===== config.mk =====
export PLATFORM = sky130hd
export DESIGN_NAME = multi_filter_stim
export DESIGN_NICKNAME = d
export VERILOG_FILES = /design/src/rtl/multi_filter_stim.sv
export SDC_FILE = /design/constraint.sdc
export NUM_CORES = 1
export LEC_CHECK = 0
export CAP_MARGIN = 15
export CORE_MARGIN = 10
export CORE_UTILIZATION = 60
export CTS_CLUSTER_DIAMETER = 30
export CTS_CLUSTER_SIZE = 8
export DETAILED_ROUTE_END_ITERATION = 6
export HOLD_SLACK_MARGIN = 0.08
export PLACE_DENSITY_LB_ADDON = 0.15
export SLEW_MARGIN = 20
export SYNTH_ARGS = -nofsm -noshare
export SYNTH_HDL_FRONTEND = slang
export SYNTH_HIERARCHICAL = 1
export SYNTH_SLANG_ARGS = --single-unit

===== constraint.sdc =====
create_clock -name clk -period 12.75 [get_ports clk]
set_input_delay 1.275 -clock clk [delete_from_list [all_inputs] [get_ports clk]]
set_output_delay 1.275 -clock clk [all_outputs]
set_load 0.005 [all_outputs]

===== src/rtl/multi_filter_stim.sv =====
// N_CH first-order low-pass filter emulators with debounced button step stimulus,
// a shared programmable update tick and per-channel threshold LEDs.

module multi_filter_stim_ch #(
  parameter int W       = 18,
  parameter int FRAC    = 14,
  parameter int K_SHIFT = 4,
  parameter int DB_CYC  = 1000
) (
  input  logic                clk,
  input  logic                rst_n,
  input  logic                i_tick,
  input  logic                i_mode,
  input  logic                i_btn,
  output logic signed [W-1:0] o_y,
  output logic                o_led
);
  localparam int CW = $clog2(DB_CYC + 1);
  localparam logic signed [W-1:0] ONE   = W'(1) << FRAC;
  localparam logic signed [W-1:0] HALF  = ONE >>> 1;
  localparam logic signed [W-1:0] MAXV  = {1'b0, {(W-1){1'b1}}};
  localparam logic signed [W-1:0] MINV  = {1'b1, {(W-1){1'b0}}};

  logic [1:0]          r_sync;
  logic                r_db;
  logic [CW-1:0]       r_cnt;
  logic signed [W-1:0] r_y;
  logic                r_led;

  logic signed [W-1:0] w_x;
  logic signed [W:0]   w_d, w_s, w_sum;
  logic signed [W-1:0] w_ynext;
  logic                w_led;

  always_comb begin
    w_x = '0;
    if (r_db) w_x = i_mode ? -ONE : ONE;
  end

  // Floor shift without rounding: positive steps stall just below ONE by design.
  assign w_d   = {w_x[W-1], w_x} - {r_y[W-1], r_y};
  assign w_s   = w_d >>> K_SHIFT;
  assign w_sum = {r_y[W-1], r_y} + w_s;

  always_comb begin
    w_ynext = w_sum[W-1:0];
    if (w_sum[W] != w_sum[W-1]) w_ynext = w_sum[W] ? MINV : MAXV;
  end

  assign w_led = w_ynext[W-1] ? (w_ynext <= -HALF) : (w_ynext >= HALF);

  always_ff @(posedge clk or negedge rst_n) begin
    if (!rst_n) begin
      r_sync <= '0;
      r_db   <= 1'b0;
      r_cnt  <= '0;
      r_y    <= '0;
      r_led  <= 1'b0;
    end else begin
      r_sync <= {r_sync[0], i_btn};
      if (r_sync[1] == r_db) begin
        r_cnt <= '0;
      end else if (r_cnt == CW'(DB_CYC - 1)) begin
        r_db  <= ~r_db;
        r_cnt <= '0;
      end else begin
        r_cnt <= r_cnt + 1'b1;
      end
      if (i_tick) begin
        r_y   <= w_ynext;
        r_led <= w_led;
      end
    end
  end

  assign o_y   = r_y;
  assign o_led = r_led;
endmodule

module multi_filter_stim #(
  parameter int N_CH     = 2,
  parameter int W        = 18,
  parameter int FRAC     = 14,
  parameter int K_SHIFT  = 4,
  parameter int TICK_DIV = 100,
  parameter int DB_CYC   = 1000
) (
  input  logic              clk,
  input  logic              rst_n,
  input  logic              en,
  input  logic              sw_mode,
  input  logic [N_CH-1:0]   btn,
  output logic [N_CH*W-1:0] v_out,
  output logic [N_CH-1:0]   led,
  output logic              tick_out
);
  localparam int TCW = $clog2(TICK_DIV);

  if (FRAC > W - 2 || K_SHIFT < 1 || K_SHIFT > W - 2 || TICK_DIV < 2 || DB_CYC < 1) begin : g_bad_param
    $error("multi_filter_stim: illegal parameter combination");
  end

  logic [1:0]                r_mode_sync;
  logic [TCW-1:0]            r_tcnt;
  logic                      r_tick_out;
  logic                      w_tick;
  logic [N_CH-1:0][W-1:0]    w_y;

  assign w_tick = en && (r_tcnt == TCW'(TICK_DIV - 1));

  always_ff @(posedge clk or negedge rst_n) begin
    if (!rst_n) begin
      r_mode_sync <= '0;
      r_tcnt      <= '0;
      r_tick_out  <= 1'b0;
    end else begin
      r_mode_sync <= {r_mode_sync[0], sw_mode};
      r_tick_out  <= w_tick;
      if (en) r_tcnt <= w_tick ? '0 : r_tcnt + 1'b1;
    end
  end

  for (genvar g = 0; g < N_CH; g++) begin : g_ch
    multi_filter_stim_ch #(
      .W(W), .FRAC(FRAC), .K_SHIFT(K_SHIFT), .DB_CYC(DB_CYC)
    ) u_ch (
      .clk    (clk),
      .rst_n  (rst_n),
      .i_tick (w_tick),
      .i_mode (r_mode_sync[1]),
      .i_btn  (btn[g]),
      .o_y    (w_y[g]),
      .o_led  (led[g])
    );
  end

  assign v_out    = w_y;
  assign tick_out = r_tick_out;
endmodule


# Word level (Yosys, flattened, before mapping)
# Index checks and enable logic that the tools add are counted.
[totals]
output_inout_bits = 39
romBits = 0
elab_cells = 52
n_memories = 0
mem_bits_rw = 0
latchBits = 0
register_bits = 74
[op_classes]
n_shift = 0
n_lt_le_gt_ge = 4
n_reduce_logical = 3
bitwise_logic = 4
n_mul = 0
n_eq_ne = 7
n_div = 0
mux = 14
addsub = 7
[op_table]
columns = ["op", "n"]
rows = [
  ["$mux 18", 7],
  ["$mux 10", 4],
  ["$add 18x15->19", 2],
  ["$sub 18x18->19", 2],
  ["$ge 18x15->1 const B", 2],
  ["$le 18x14->1 const B", 2],
  ["$add 10x1->10 const B", 2],
  ["$eq 10x10->1 const B", 2],
  ["$add 7x1->7 const B", 1],
  ["$eq 7x7->1 const B", 1],
  ["$mux 7", 1],
  ["$not 1->1", 4],
  ["$reduce_and 2->1", 2],
  ["$eq 1x1->1", 2],
  ["$mux 1", 2],
  ["$ne 1x1->1", 2],
  ["$logic_and 1x1->1", 1],
]

# Longest topological paths before layout
[depth]
ltp_word = 8
ltp_mapped = 19

# Hierarchy
# The synthesis kept the hierarchy.
[by_module_without_submodules]
columns = ["mod", "cells_per_inst", "instances", "seq_area_each_um2", "area_each_um2"]
rows = [
  ["multi_filter_stim_ch at g_ch[1].u_ch", 363, 1, 800.8, 2907.8],
  ["multi_filter_stim_ch at g_ch[0].u_ch", 345, 1, 800.8, 2897.8],
  ["multi_filter_stim", 39, 1, 250.2, 480.5],
]

# Worst setup path after synthesis
# OpenSTA, ideal clock, no wires.
[synth_path]
path_type = "reg2reg"
start = "reg g_ch[1].u_ch.r_y[0]"
end = "reg g_ch[1].u_ch.r_y[0]"
required_time_ns = 12.617
t_arrival_ns = 4.456
path_stages_with_launch = 19
slack_ns = 8.161
setup_ns = 0.133
path_cell_list = "dfrtp_1 nor4_1 nand4_1 nor4_1 and3_1 o41ai_1 nand2_1 mux2i_1 ha_1 clkbuf_1 nand4_1 o21bai_1 o221ai_1 nor4b_1 or4_1 clkbuf_1 clkbuf_1 a21oi_1 o22ai_1"
[synth_via]
elab_chain_cells = 4
[synth_lines]
columns = ["item", "line_no", "text"]
rows = [
  ["start, declared", "27", "logic signed [W-1:0] r_y;"],
  ["start signal, assigned", "70", "r_y <= w_ynext;"],
  ["$sub 18x18->19", "41", "assign w_d = {w_x[W-1], w_x} - {r_y[W-1], r_y};"],
  ["$add 18x15->19 (*)", "43", "assign w_sum = {r_y[W-1], r_y} + w_s;"],
  ["$mux 18 or $ne 1x1->1 (tied branches)", "47", "if (w_sum[W] != w_sum[W-1]) w_ynext = w_sum[W] ? MINV : MAXV;"],
  ["$mux 18 (*)", "47", ""],
]
# Every way passes the cells marked *; elsewhere a longest branch is shown, timed or not.
# A chain may end at the register's enable or synchronous reset.

# Worst setup path after layout
[layout_path]
start = "reg g_ch[1].u_ch.r_y[0]"
end = "reg g_ch[1].u_ch.r_led"
[layout_via]
elab_chain_cells = 6
[layout_lines]
columns = ["item", "line_no", "text"]
rows = [
  ["$sub 18x18->19", "41", ""],
  ["$add 18x15->19 (*)", "43", ""],
  ["$mux 18 or $ne 1x1->1 (tied branches)", "47", ""],
  ["$mux 18 (*)", "47", ""],
  ["$ge 18x15->1 or $le 18x14->1 (tied branches)", "50", "assign w_led = w_ynext[W-1] ? (w_ynext <= -HALF) : (w_ynext >= HALF);"],
  ["$mux 1 (*)", "50", ""],
  ["end signal, assigned", "71", "r_led <= w_led;"],
  ["end, declared", "28", "logic r_led;"],
]
# Marked as above.

==> metrics.txt <==
placed cell area=0.006774 mm^2; kind of end point of the critical path=register; first drt pass iteration count=5; H-Tree Depth=3; Buf+Inv Stages, Crit Path=0; Reg area=0.001852 mm^2; Mean Syn Cell Area=8.415 um^2; setup TNS=0 ns; DPL Wire Length=around 11000 um; max-cap violations=0; setup repair bufs after CTS=0; # clock sinks=74; fillers=861; Total GRT Usage=about a fifth; setup ws final=7.135 ns; RSZ-0062 raised after global routing=false; maximum vdd drop=0.07801 mV; YS warnings=6; first-pass GRT wire length=26530 um; commonest non-fill, non-tap cells in the layout=nor2_1, dfrtp_1, a21oi_1; Layout Area Growth over Synthesis=11.46%; share of post-route cells with drive strength above 1=under 10%; vias per inst=6.322; Worst-Margin Slew=0.9616 ns; Top Family by Delay on Critical Path=simple AND/OR/NAND/NOR gates; GR Overflow Total=0; sequential area share after synthesis=29.46%; clk buf depth=2; leak pwr=3.154 nW; worst-path cell chain=nor4_1 > nand4_1 > nor4_1 > and3_1 > o41ai_1 > nand2_1 > mux2i_1 > ha_1 > nand4_1 > o21bai_1 > o221ai_1 > nor4b_1 > or4_1 > nor4b_1 > a41o_1 > a21oi_2; synthesized instance count=747; Initial DRC Count=592; top cell type by total area after synthesis=dfrtp_1; critical path class=register to register; Net Count, Synth=806; via count of the routed design=5772; DRC viols=0; fin crit share=between 40% and 50%; worst stage delay on the critical path=0.89 ns; worst skew pair latency=between 0.3 and 0.4 ns; vias in the first global route=5664; Synth Cell Area=0.006286 mm^2; Rel. slew slack=35.90%; final wirelength=15440 um; Initial Util=61.16%; asr flop ratio synth=100.0%; P per Cell Area=73.19 mW/mm^2; CP max-delay cell=or4_1; hold slack=0.3603 ns; Tmin final=around 5.6 ns; Synth area leaders=dfrtp_1, ha_1, xnor2_1; register clock-pin slew on the reported worst setup and hold paths=0.09 ns; FF+latch count, synth=74; CTS tree=yes; Die Width=122.4 um; Critical Path Start Type=register; IO Count=between 40 and 50; Resized cells post-CTS=0; initial antenna violation count=0; Clock Skew=0.01209 ns; run status=finished clean; root buffer cell=clkbuf_8; largest fanout on the critical path=20; setup violators final=0; Top FF cell, synth=dfrtp_1; Final GP Congestion=0.9623; Die Ht=122.4 um; Achievable Freq=178.1 MHz; Final Net Count=831; Multi-input gate area=0.004146 mm^2; DIE AREA=0.01497 mm^2; Final ANT Viol Nets=0; post-synthesis cell type count=between 70 and 80; max-slew violation count=0; min-delay worst type=register to register; port bufs=44; hold_buf cts=0; CTS Buf Count=9; Design Area, Final=0.007007 mm^2; Post-Place Worst Slack=7.258 ns; Hold Vio Cnt, Final=0; WL per Instance=about 17 um; Core Box Area=roughly 0.010 mm^2; R2R setup slack=7.14 ns; Synth top area share=29.46%; num rows=37; # diodes=0; largest net degree at the start of global routing=75; Req. time, crit path=13.00 ns; EDFF count, synth=0; WP data arrival=between 5 and 6 ns
-- worst register-to-register path, delay by kind of cell, from the launching register on --
family / cells / cell delay (ns)
AOI/OAI and AO/OA: 5 / 0.75
DFF: 1 / 0.43
and+or+nand+nor: 9 / 3.75
muxes: 1 / 0.15
adders and majority gates: 1 / 0.44
-- power breakdown --
part	total, mW	leakage [nW]	internal [mW]	switching [mW]
combinational	0.0334	2.14	0.0177	0.0156
sequential	0.263	0.901	0.245	0.0172
clock	0.217	0.114	0.114	0.102
total	0.513	3.15	0.378	0.135
-- cell families (layout without fill, tap and decap cells) --
| logic type | after synthesis | count (layout) | share of synthesized area [%] |
|---|---|---|---|
| compound gates | 219 | 219 | 23.21 |
| xor+xnor | 64 | 64 | 8.917 |
| fa+ha+maj | 54 | 54 | 10.95 |
| buf+inv | 72 | 102 | 4.678 |
| flops | 74 | 74 | 29.46 |
| mux | 12 | 12 | 2.030 |
| simple gates | 252 | 252 | 20.76 |
-- cell usage after synthesis, types with 9 or more instances --
| cell | n |
|---|---|
| dfrtp_1 | 74 |
| nor2_1 | 74 |
| a21oi_1 | 61 |
| ha_1 | 51 |
| nand2_1 | 46 |
| o21ai_0 | 44 |
| inv_1 | 39 |
| xnor2_1 | 39 |
| xor2_1 | 25 |
| clkbuf_1 | 24 |
| nor3_1 | 24 |
| nand3_1 | 21 |
| o22ai_1 | 20 |
| a21o_1 | 13 |
| o2bb2ai_1 | 12 |
| nor4_1 | 11 |
| and3_1 | 10 |
| nand4_1 | 10 |
| nand2b_1 | 9 |
| o211ai_1 | 9 |
| or4_1 | 9 |
-- per-stage QoR --
| stage | power (mW) | std cells | utilization (%) |
|---|---|---|---|
| global route | 0.5341 | 913 | 68.18 |
| finish | 0.5128 | 913 | 68.18 |
| detailed placement | 0.3008 | 897 | 65.91 |
| CTS | 0.5190 | 913 | 68.16 |
| floorplan | 0.2907 | 747 | - |
| global placement | 0.2970 | 897 | 65.91 |
-- area by class of cell --
cell class	count	area share, %
tap	136	2.429
inverter	39	2.089
clock inverter	7	1.536
sequential	74	26.43
multi-input combinational	601	59.18
timing repair buffer	47	6.571
clock buffer	9	1.768
-- state kept, by name, indices dropped and copies added, names as in the netlist --
signal            cells
g_ch.u_ch/o_y        36
g_ch.u_ch/r_cnt      20
r_tcnt                7
g_ch.u_ch/r_sync      4
g_ch.u_ch/o_led       2
g_ch.u_ch/r_db        2
r_mode_sync           2
tick_out              1
-- metal layers --
metal  wire length, um  up-vias  GRT usage [%]  part of all wire (%)
met2              7409      210          34.59                    48
met4               248        0          6.406                   1.6
met5                 0        -              0                     0
met1              6792     2755          27.41                    44
met3               993       26          3.857                   6.4
li1                  -     2781              -                     -
-- path summary, 6_finish.rpt --
check                                        from                endpoint  cells past startpoint
setup / recovery              g_ch[1].u_ch/o_y[0]      g_ch[1].u_ch/o_led                     16
min in group asynchronous                   rst_n     g_ch[1].u_ch/o_y[7]                      1
hold reg to reg            g_ch[1].u_ch/r_sync[0]  g_ch[1].u_ch/r_sync[1]                      0
setup reg to reg              g_ch[1].u_ch/o_y[0]      g_ch[1].u_ch/o_led                     16
hold / removal             g_ch[1].u_ch/r_sync[0]  g_ch[1].u_ch/r_sync[1]                      0
max in group asynchronous                   rst_n    g_ch[1].u_ch/o_y[15]                      1
Power figures use the tool's default switching activity.
